**config.mk**
```make
export PLATFORM = sky130hd
export DESIGN_NAME = lut_cfg_loader
export DESIGN_NICKNAME = d
export VERILOG_FILES = /design/src/rtl/lut_cfg_pkg.sv /design/src/rtl/lut_cfg_frame_asm.sv /design/src/rtl/lut_cfg_loader.sv
export SDC_FILE = /design/constraint.sdc
export NUM_CORES = 1
export LEC_CHECK = 0
export CAP_MARGIN = 20
export CELL_PAD_IN_SITES_DETAIL_PLACEMENT = 1
export CELL_PAD_IN_SITES_GLOBAL_PLACEMENT = 2
export CORE_MARGIN = 2
export CORE_UTILIZATION = 31
export DETAILED_ROUTE_END_ITERATION = 10
export PLACE_DENSITY_LB_ADDON = 0.12
export SYNTH_ARGS = -nofsm -noshare
export SYNTH_HDL_FRONTEND = slang
export SYNTH_SLANG_ARGS = --single-unit
```
**constraint.sdc**
```tcl
create_clock -name config_clk -period 2 [get_ports config_clk]
set_input_delay 0.4 -clock config_clk [delete_from_list [all_inputs] [get_ports config_clk]]
set_output_delay 0.4 -clock config_clk [all_outputs]
set_load 0.1 [all_outputs]
```
**src/rtl/lut_cfg_pkg.sv**
```systemverilog
// Shared state encoding and frame-geometry helpers for the LUT configuration loader;
// the bitstream generator test model imports the same functions.
package lut_cfg_pkg;

   typedef enum logic [1:0] {
      IDLE   = 2'd0,
      LOAD   = 2'd1,
      COMMIT = 2'd2,
      FINISH = 2'd3
   } state_t;

   // Frame = {split bit, lower LUT mem, upper LUT mem}
   function automatic int cfg_width(input int inputs);
      return 2 * (1 << inputs) + 1;
   endfunction

   function automatic int words_per_frame(input int cfg_w, input int word_w);
      return (cfg_w + word_w - 1) / word_w;
   endfunction

endpackage

```
**src/rtl/lut_cfg_frame_asm.sv**
```systemverilog
// Word-to-frame assembler: writes each accepted word into its frame slot, pulses frame_done on the
// last word (1-cycle registered frame); LUT_CFG_CHECK_EN adds a trailing even-parity word.
module lut_cfg_frame_asm
   import lut_cfg_pkg::*;
#(
   parameter int WORD_W = 8,
   parameter int CFG_W  = 33,
   parameter int WPF    = words_per_frame(CFG_W, WORD_W)
)(
   input  logic              config_clk,
   input  logic              config_rst,
   input  logic              clr,
   input  logic              accept,
   input  logic [WORD_W-1:0] word,
   output logic [CFG_W-1:0]  frame,
`ifdef LUT_CFG_CHECK_EN
   output logic              frame_bad,
`endif
   output logic              frame_done
);

`ifdef LUT_CFG_CHECK_EN
   localparam int TOTAL_WORDS = WPF + 1;
`else
   localparam int TOTAL_WORDS = WPF;
`endif
   localparam int WCNT_W = (TOTAL_WORDS > 1) ? $clog2(TOTAL_WORDS) : 1;
   localparam logic [WCNT_W-1:0] LAST_WCNT = WCNT_W'(TOTAL_WORDS - 1);

   logic [WCNT_W-1:0] wcnt;
   logic              last_word;

   assign last_word = accept && (wcnt == LAST_WCNT);

   always_ff @(posedge config_clk) begin
      if (config_rst || clr) begin
         wcnt <= '0;
      end else if (accept) begin
         wcnt <= last_word ? '0 : wcnt + WCNT_W'(1);
      end
   end

   // Per-bit slot decode; bits of the last word past CFG_W have no home and fall away.
   always_ff @(posedge config_clk) begin
      if (config_rst) begin
         frame <= '0;
      end else if (accept) begin
         for (int b = 0; b < CFG_W; b++) begin
            if (wcnt == WCNT_W'(b / WORD_W)) begin
               frame[b] <= word[b % WORD_W];
            end
         end
      end
   end

`ifdef LUT_CFG_CHECK_EN
   logic parity_ok;

   assign parity_ok  = (word[0] == ^frame);
   assign frame_done = last_word && parity_ok;
   assign frame_bad  = last_word && !parity_ok;
`else
   assign frame_done = last_word;
`endif

endmodule

```
**src/rtl/lut_cfg_loader.sv**
```systemverilog
// Sequences full frames into NUM_SLICES LUT slices: config_en one cycle after a frame's last word;
// in_ready only in LOAD, in_valid low stalls forever. LUT_CFG_CHECK_EN enables per-frame parity and err.
module lut_cfg_loader
   import lut_cfg_pkg::*;
#(
   parameter int INPUTS          = 4,
   parameter int NUM_SLICES      = 4,
   parameter int WORD_W          = 8,
   parameter int CFG_W           = cfg_width(INPUTS),
   parameter int WORDS_PER_FRAME = words_per_frame(CFG_W, WORD_W)
)(
   input  logic                  config_clk,
   input  logic                  config_rst,
   input  logic                  start,
   input  logic                  in_valid,
   input  logic [WORD_W-1:0]     in_data,
   output logic                  in_ready,
   output logic [CFG_W-1:0]      config_in,
   output logic [NUM_SLICES-1:0] config_en,
   output logic                  busy,
   output logic                  done,
   output logic                  err
);

   localparam int IDX_W = (NUM_SLICES > 1) ? $clog2(NUM_SLICES) : 1;
   localparam logic [IDX_W-1:0] LAST_IDX = IDX_W'(NUM_SLICES - 1);

   state_t                state;
   state_t                state_nxt;
   logic [IDX_W-1:0]      idx;
   logic                  start_acc;
   logic                  accept;
   logic                  frame_done;
   logic                  last_slice;
   logic [NUM_SLICES-1:0] en_onehot;
`ifdef LUT_CFG_CHECK_EN
   logic                  frame_bad;
`endif

   assign start_acc  = (state == IDLE) && start;
   assign accept     = in_valid && in_ready;
   assign last_slice = (idx == LAST_IDX);

   lut_cfg_frame_asm #(
      .WORD_W (WORD_W),
      .CFG_W  (CFG_W),
      .WPF    (WORDS_PER_FRAME)
   ) u_frame_asm (
      .config_clk (config_clk),
      .config_rst (config_rst),
      .clr        (start_acc),
      .accept     (accept),
      .word       (in_data),
      .frame      (config_in),
`ifdef LUT_CFG_CHECK_EN
      .frame_bad  (frame_bad),
`endif
      .frame_done (frame_done)
   );

   always_ff @(posedge config_clk) begin
      if (config_rst) begin
         state <= IDLE;
      end else begin
         state <= state_nxt;
      end
   end

   always_comb begin
      state_nxt = state;
      case (state)
         IDLE:    if (start) state_nxt = LOAD;
         LOAD:    if (frame_done) state_nxt = COMMIT;
         COMMIT:  state_nxt = last_slice ? FINISH : LOAD;
         FINISH:  state_nxt = IDLE;
         default: state_nxt = IDLE;
      endcase
   end

   always_comb begin
      in_ready  = (state == LOAD);
      en_onehot = '0;
      en_onehot[idx] = 1'b1;
   end

   // config_en is registered off frame_done, so it is high exactly during COMMIT.
   always_ff @(posedge config_clk) begin
      if (config_rst) begin
         idx       <= '0;
         config_en <= '0;
         busy      <= 1'b0;
         done      <= 1'b0;
      end else begin
         config_en <= frame_done ? en_onehot : '0;
         if (start_acc) begin
            idx  <= '0;
            busy <= 1'b1;
            done <= 1'b0;
         end
         if ((state == COMMIT) && !last_slice) begin
            idx <= idx + IDX_W'(1);
         end
         if (state == FINISH) begin
            busy <= 1'b0;
            done <= 1'b1;
         end
      end
   end

`ifdef LUT_CFG_CHECK_EN
   always_ff @(posedge config_clk) begin
      if (config_rst || start_acc) begin
         err <= 1'b0;
      end else if (frame_bad) begin
         err <= 1'b1;
      end
   end
`else
   assign err = 1'b0;
`endif

endmodule

```
==> After elaboration in Yosys (flattened, before gate mapping) <==
Cells that the tools add are included.
{ "word_totals": {"regBits": 46, "inputBits": 12} }
{ "classes": {"add_sub_neg": 2, "magnitude_cmp": 2, "n_eq_ne": 10, "n_mux": 11, "bitwise": 1, "n_reduce_logical": 19} }
{ "ops": {"columns": ["cell", "n"], "rows": [
  ["AND reduction 2 bit", 6],
  ["2-to-1 mux 2 bit", 5],
  ["one-hot mux 2 bit (4 select lines)", 1],
  ["== test 2 bit (second input constant)", 3],
  ["== test 3 x 2 -> 1 bit (second input constant)", 2],
  ["logical AND 1 bit", 5],
  ["nonzero test 2 bit", 2],
  ["OR reduction 2 bit", 2],
  ["adder 3 x 1 -> 3 bit (second input constant)", 1],
  ["== test 3 x 1 -> 1 bit (second input constant)", 1],
  ["== test 3 bit (second input constant)", 1],
  ["zero test 3 bit", 1],
  ["less-than comparator 2 x 3 -> 1 bit (second input constant)", 1],
  ["2-to-1 mux 1 bit", 3],
  ["2-to-1 mux 3 bit", 1],
  ["adder 2 x 1 -> 2 bit (second input constant)", 1],
  ["demux 1 bit (select 2 bit)", 1],
  ["== test 2 x 1 -> 1 bit (second input constant)", 1],
  ["greater-or-equal comparator 2 x 1 -> 1 bit (second input constant)", 1],
  ["zero test 2 bit", 1],
  ["!= test 2 x 1 -> 1 bit (second input constant)", 1],
  ["!= test 2 bit (second input constant)", 1],
  ["zero test 1 bit", 1],
  ["logical OR 1 bit", 1],
  ["inverter 1 bit", 1]
]} }

==> Longest topological paths before layout <==
{ "logic_depth": {"ltp_word": 5, "ltp_mapped": 6, "depth_no_buf": 5} }

==> Hierarchy <==
Synthesis repeated with hierarchy kept, for this count alone.
{ "hier_totals": {"cells_unflattened": 221, "hier_area_um2": 1905.6} }
{ "modules_own_cells": {"columns": ["mod", "instances", "cells_per_inst", "area_per_inst_um2", "seq_area_each_um2"], "rows": [
  ["lut_cfg_frame_asm", 1, 171, 1436.4, 720.7],
  ["lut_cfg_loader", 1, 50, 469.2, 200.2]
]} }

==> Worst setup path before layout <==
OpenSTA, ideal clock, no wires.
{ "synth_path": {"path_kind": "reg2out", "start": "reg state[0]", "end": "out in_ready", "arrival_ns": 1.722, "t_required_ns": 1.600, "path_slack_ns": -0.122, "path_stages_with_launch": 2, "path_buffers": 0, "path_cell_list": "dfxtp_1 nor2b_1"} }
{ "synth_via": {"elab_chain_len": 1} }
{ "synth_lines": {"columns": ["element", "line", "rtl"], "rows": [
  ["start, declared", "lut_cfg_loader.sv:28", "state_t state;"],
  ["start signal, assigned", "lut_cfg_loader.sv:65", "state <= state_nxt;"],
  ["== test 2 x 1 -> 1 bit", "lut_cfg_loader.sv:81", "in_ready = (state == LOAD);"],
  ["end, declared", "lut_cfg_loader.sv:17", "output logic in_ready,"]
]} }
Every way passes these cells.

==> Worst setup path in the final report <==
{ "layout_path": {"start": "reg state[1]", "end": "out in_ready"} }
Same word-level chain as after synthesis.

==> summary.txt <==
Outcome
  • Outcome: finished clean

Worst setup path
  • CP Launch Type: flip-flop
  • Crit path largest cell delay: 0.65 ns
  • Ordered list of cells on the worst path: nor2b_2 -> buf_12
  • Cell family with most CP delay: flip-flops
  • CP arrival: 1.27 ns
  • Crit Path Max Fanout: 15
  • CP Class: reg2out
  • Critical path buffers and inverters: 1
  • Critical Path RT: 1.60 ns
  • CP endpoint kind: output port
  • CP max stage cell: dfxtp_1

Pwr
  • PwrDens: 709 nW/um^2
  • Power Total: 1810 uW
  • LEAKAGE: 0.00112 uW
  • VDD IR max: 0.295 mV

Drt
  • Final antenna-violating net count: 0
  • DRT iter0 DRCs: 22
  • Vias: 1467
  • Avg WL per Cell: 13.7 um
  • Vias per cell: 4.49
  • Drt total wl: 4.49 mm
  • Drt drc: 0
  • Drt first pass iters: 4

Global route
  • Most used routing layer: met2
  • GR Overflow Total: 0
  • Grt met3 use: 3.26%
  • Vias in the first global route: 1457
  • Initial antenna violation count: 0
  • GRT met2 Usage: 20.7%
  • Largest net degree at the start of global routing: 54
  • Global-route wire length before repair: 7.30 mm
  • Met1 Use GR: 17.5%
  • GRT Overall Usage: 13.1%

Job
  • Max_cap viols: 0

Synthesis
  • Post-synth EDFFs: 0
  • Post-Syn Nets: 220
  • Yosys cell types: 34
  • Syn. warnings: 0
  • Netlist Area Pre-Place: 1960 sq um
  • Sequential area share after synthesis: 46.9%
  • Post-synth top flop: dfxtp_1
  • Seq cells post-synth: 46
  • Post-Syn Instances: 199
  • Mean post-synth cell area: 9.87 sq um
  • Asr flop ratio synth: 0%

CTS
  • Worst skew pair latency: 0.30 ns
  • CTS resizes: 0
  • Clock buffer depth: 2
  • Clk slew on worst S/H paths: 0.08 ns
  • Inserted Clock Buffers: 5
  • Setup Buffers After CTS: 0
  • CTS H-tree lvls: 2
  • CTS tree: yes
  • CTS Root Cell: clkbuf_8
  • Hold-fix buffers, CTS: 0
  • Clock sinks: 46

Floorplanning
  • Total core area: 6240 sq um
  • # IOs: 53
  • # rows: 29
  • Starting Density: 31.5%
  • Die footprint: 6990 sq um
  • Die Span X: 83.6 um
  • Die height: 83.6 um

STA
  • Worst-Margin Slew: 0.513 ns
  • Max Fclk: 0.600 GHz
  • RSZ-0062 raised after global routing: no
  • Setup TNS: 0 ns
  • Fin worst setup slack: 0.333 ns
  • Final Slew Violations: 0
  • Final worst path period share: 83.4%
  • Final setup vio count: 0
  • Slew Limit Headroom: 65.7%
  • Clock skew: 0.00489 ns
  • Post-layout minimum cycle time: 1.67 ns
  • Final count of hold timing violations: 0

Placement
  • Placer Congestion: 0.656
  • HPWL Detailed: 3.19 mm
  • Post-place setup slack: 0.132 ns
  • Number of port buffers: 51
  • Placed cells: 319

Final layout
  • Share of layout cells above drive strength 1: 22.0%
  • Fin cells: 327
  • Final #Nets: 270
  • Diode count: 0
  • Area grow syn2layout: 29.9%
  • Utilization after layout: 40.9%

Hold path
  • Hold Crit Class: reg2reg
==> final cells by class <==
type                       count  area, sq um
clock buffer                   7         86.3
clock inverter                 1         5.00
fill                         710         3690
inverter                       6         22.5
multi-input combinational    137          971
sequential                    46          921
tap                           77         96.3
timing repair buffer          53          450
==> worst paths after layout <==
path	startpoint	end	slack (ns)	depth (start not counted)
setup / recovery	state[1]$_SDFFE_PP0P_	in_ready	0.33	2
setup reg to reg	state[1]$_SDFFE_PP0P_	u_frame_asm.frame[9]$_SDFFE_PP0P_	0.48	3
hold / removal	u_frame_asm.frame[26]$_SDFFE_PP0P_	u_frame_asm.frame[26]$_SDFFE_PP0P_	0.46	2
hold reg to reg	u_frame_asm.frame[26]$_SDFFE_PP0P_	u_frame_asm.frame[26]$_SDFFE_PP0P_	0.46	2
==> sequential cells by signal, summed over array words and instances (netlist names) <==
name               flops
done                   1
state                  2
u_frame_asm.wcnt       3
config_en              4
busy                   1
u_frame_asm.frame     33
idx                    2
==> layer usage <==
layer,vias up,wire length [um]
met5,-,0
met4,0,69
met3,7,182
met2,28,2060
met1,678,2180
li1,754,-
==> report_power, final <==
part           internal (uW)  total, uW  switching (uW)
clock network            279        588             309
logic                   91.4        278             186
registers                931        943            12.3
total                   1300       1810             508
==> cell usage in the layout, fill, tap and decap left out, drive strengths merged, types with 2 or more instances in the layout <==
master,n
nor2b,2
nand2b,35
a21oi,13
inv,6
a31oi,2
nor2,4
mux2i,26
ha,9
clkdlybuf4s50,11
nor3b,4
nand3b,2
nand2,22
dfxtp,46
o21bai,2
nor3,2
clkbuf,7
nand3,2
buf,42
==> per-stage QoR <==
step | instance area, sq um | hold slack, ns
floorplan | 1970 | 0.475
global placement | 2460 | 0.445
detailed placement | 2460 | 0.451
CTS | 2550 | 0.464
global route | 2550 | 0.485
finish | 2550 | 0.460
==> synth_stat cells, types with 2 or more instances <==
library cell  instances  area share, %
inv_1                 6            1.1
o21bai_1              2           0.76
buf_2                 3           0.76
nor3_1                2           0.51
ha_1                  9            5.7
a21oi_1              13            3.3
nand2b_1             35             11
nand3_1               2           0.51
nand2_2               2           0.64
nor2b_1               2           0.64
nand2_1              20            3.8
nor2_1                4           0.76
nor3b_1               4            1.5
a31oi_1               2           0.64
mux2i_1              26             13
clkbuf_1              4           0.76
dfxtp_1              46             47
==> worst reg2reg max path, stage by stage (launching register included) <==
cell      delay [ns]
dfxtp_1         0.48
and4bb_4        0.46
and2_1          0.31
mux2i_1         0.22
==> cells by family (layout without fill, tap and decap cells) <==
kind of cell / Yosys count / after routing / synth area share (%)
flip-flops: 46 / 46 / 46.9
XOR/XNOR: 1 / 1 / 0.446
AND/OR/NAND/NOR: 80 / 80 / 23.7
multiplexers: 26 / 26 / 13.2
adder cells (fa/ha/maj): 9 / 9 / 5.73
other: 1 / 1 / 0.191
AO/OA/AOI/OAI: 20 / 20 / 5.99
buffers and inverters: 16 / 67 / 3.82
No activity file was read; power rests on OpenSTA's default activity.
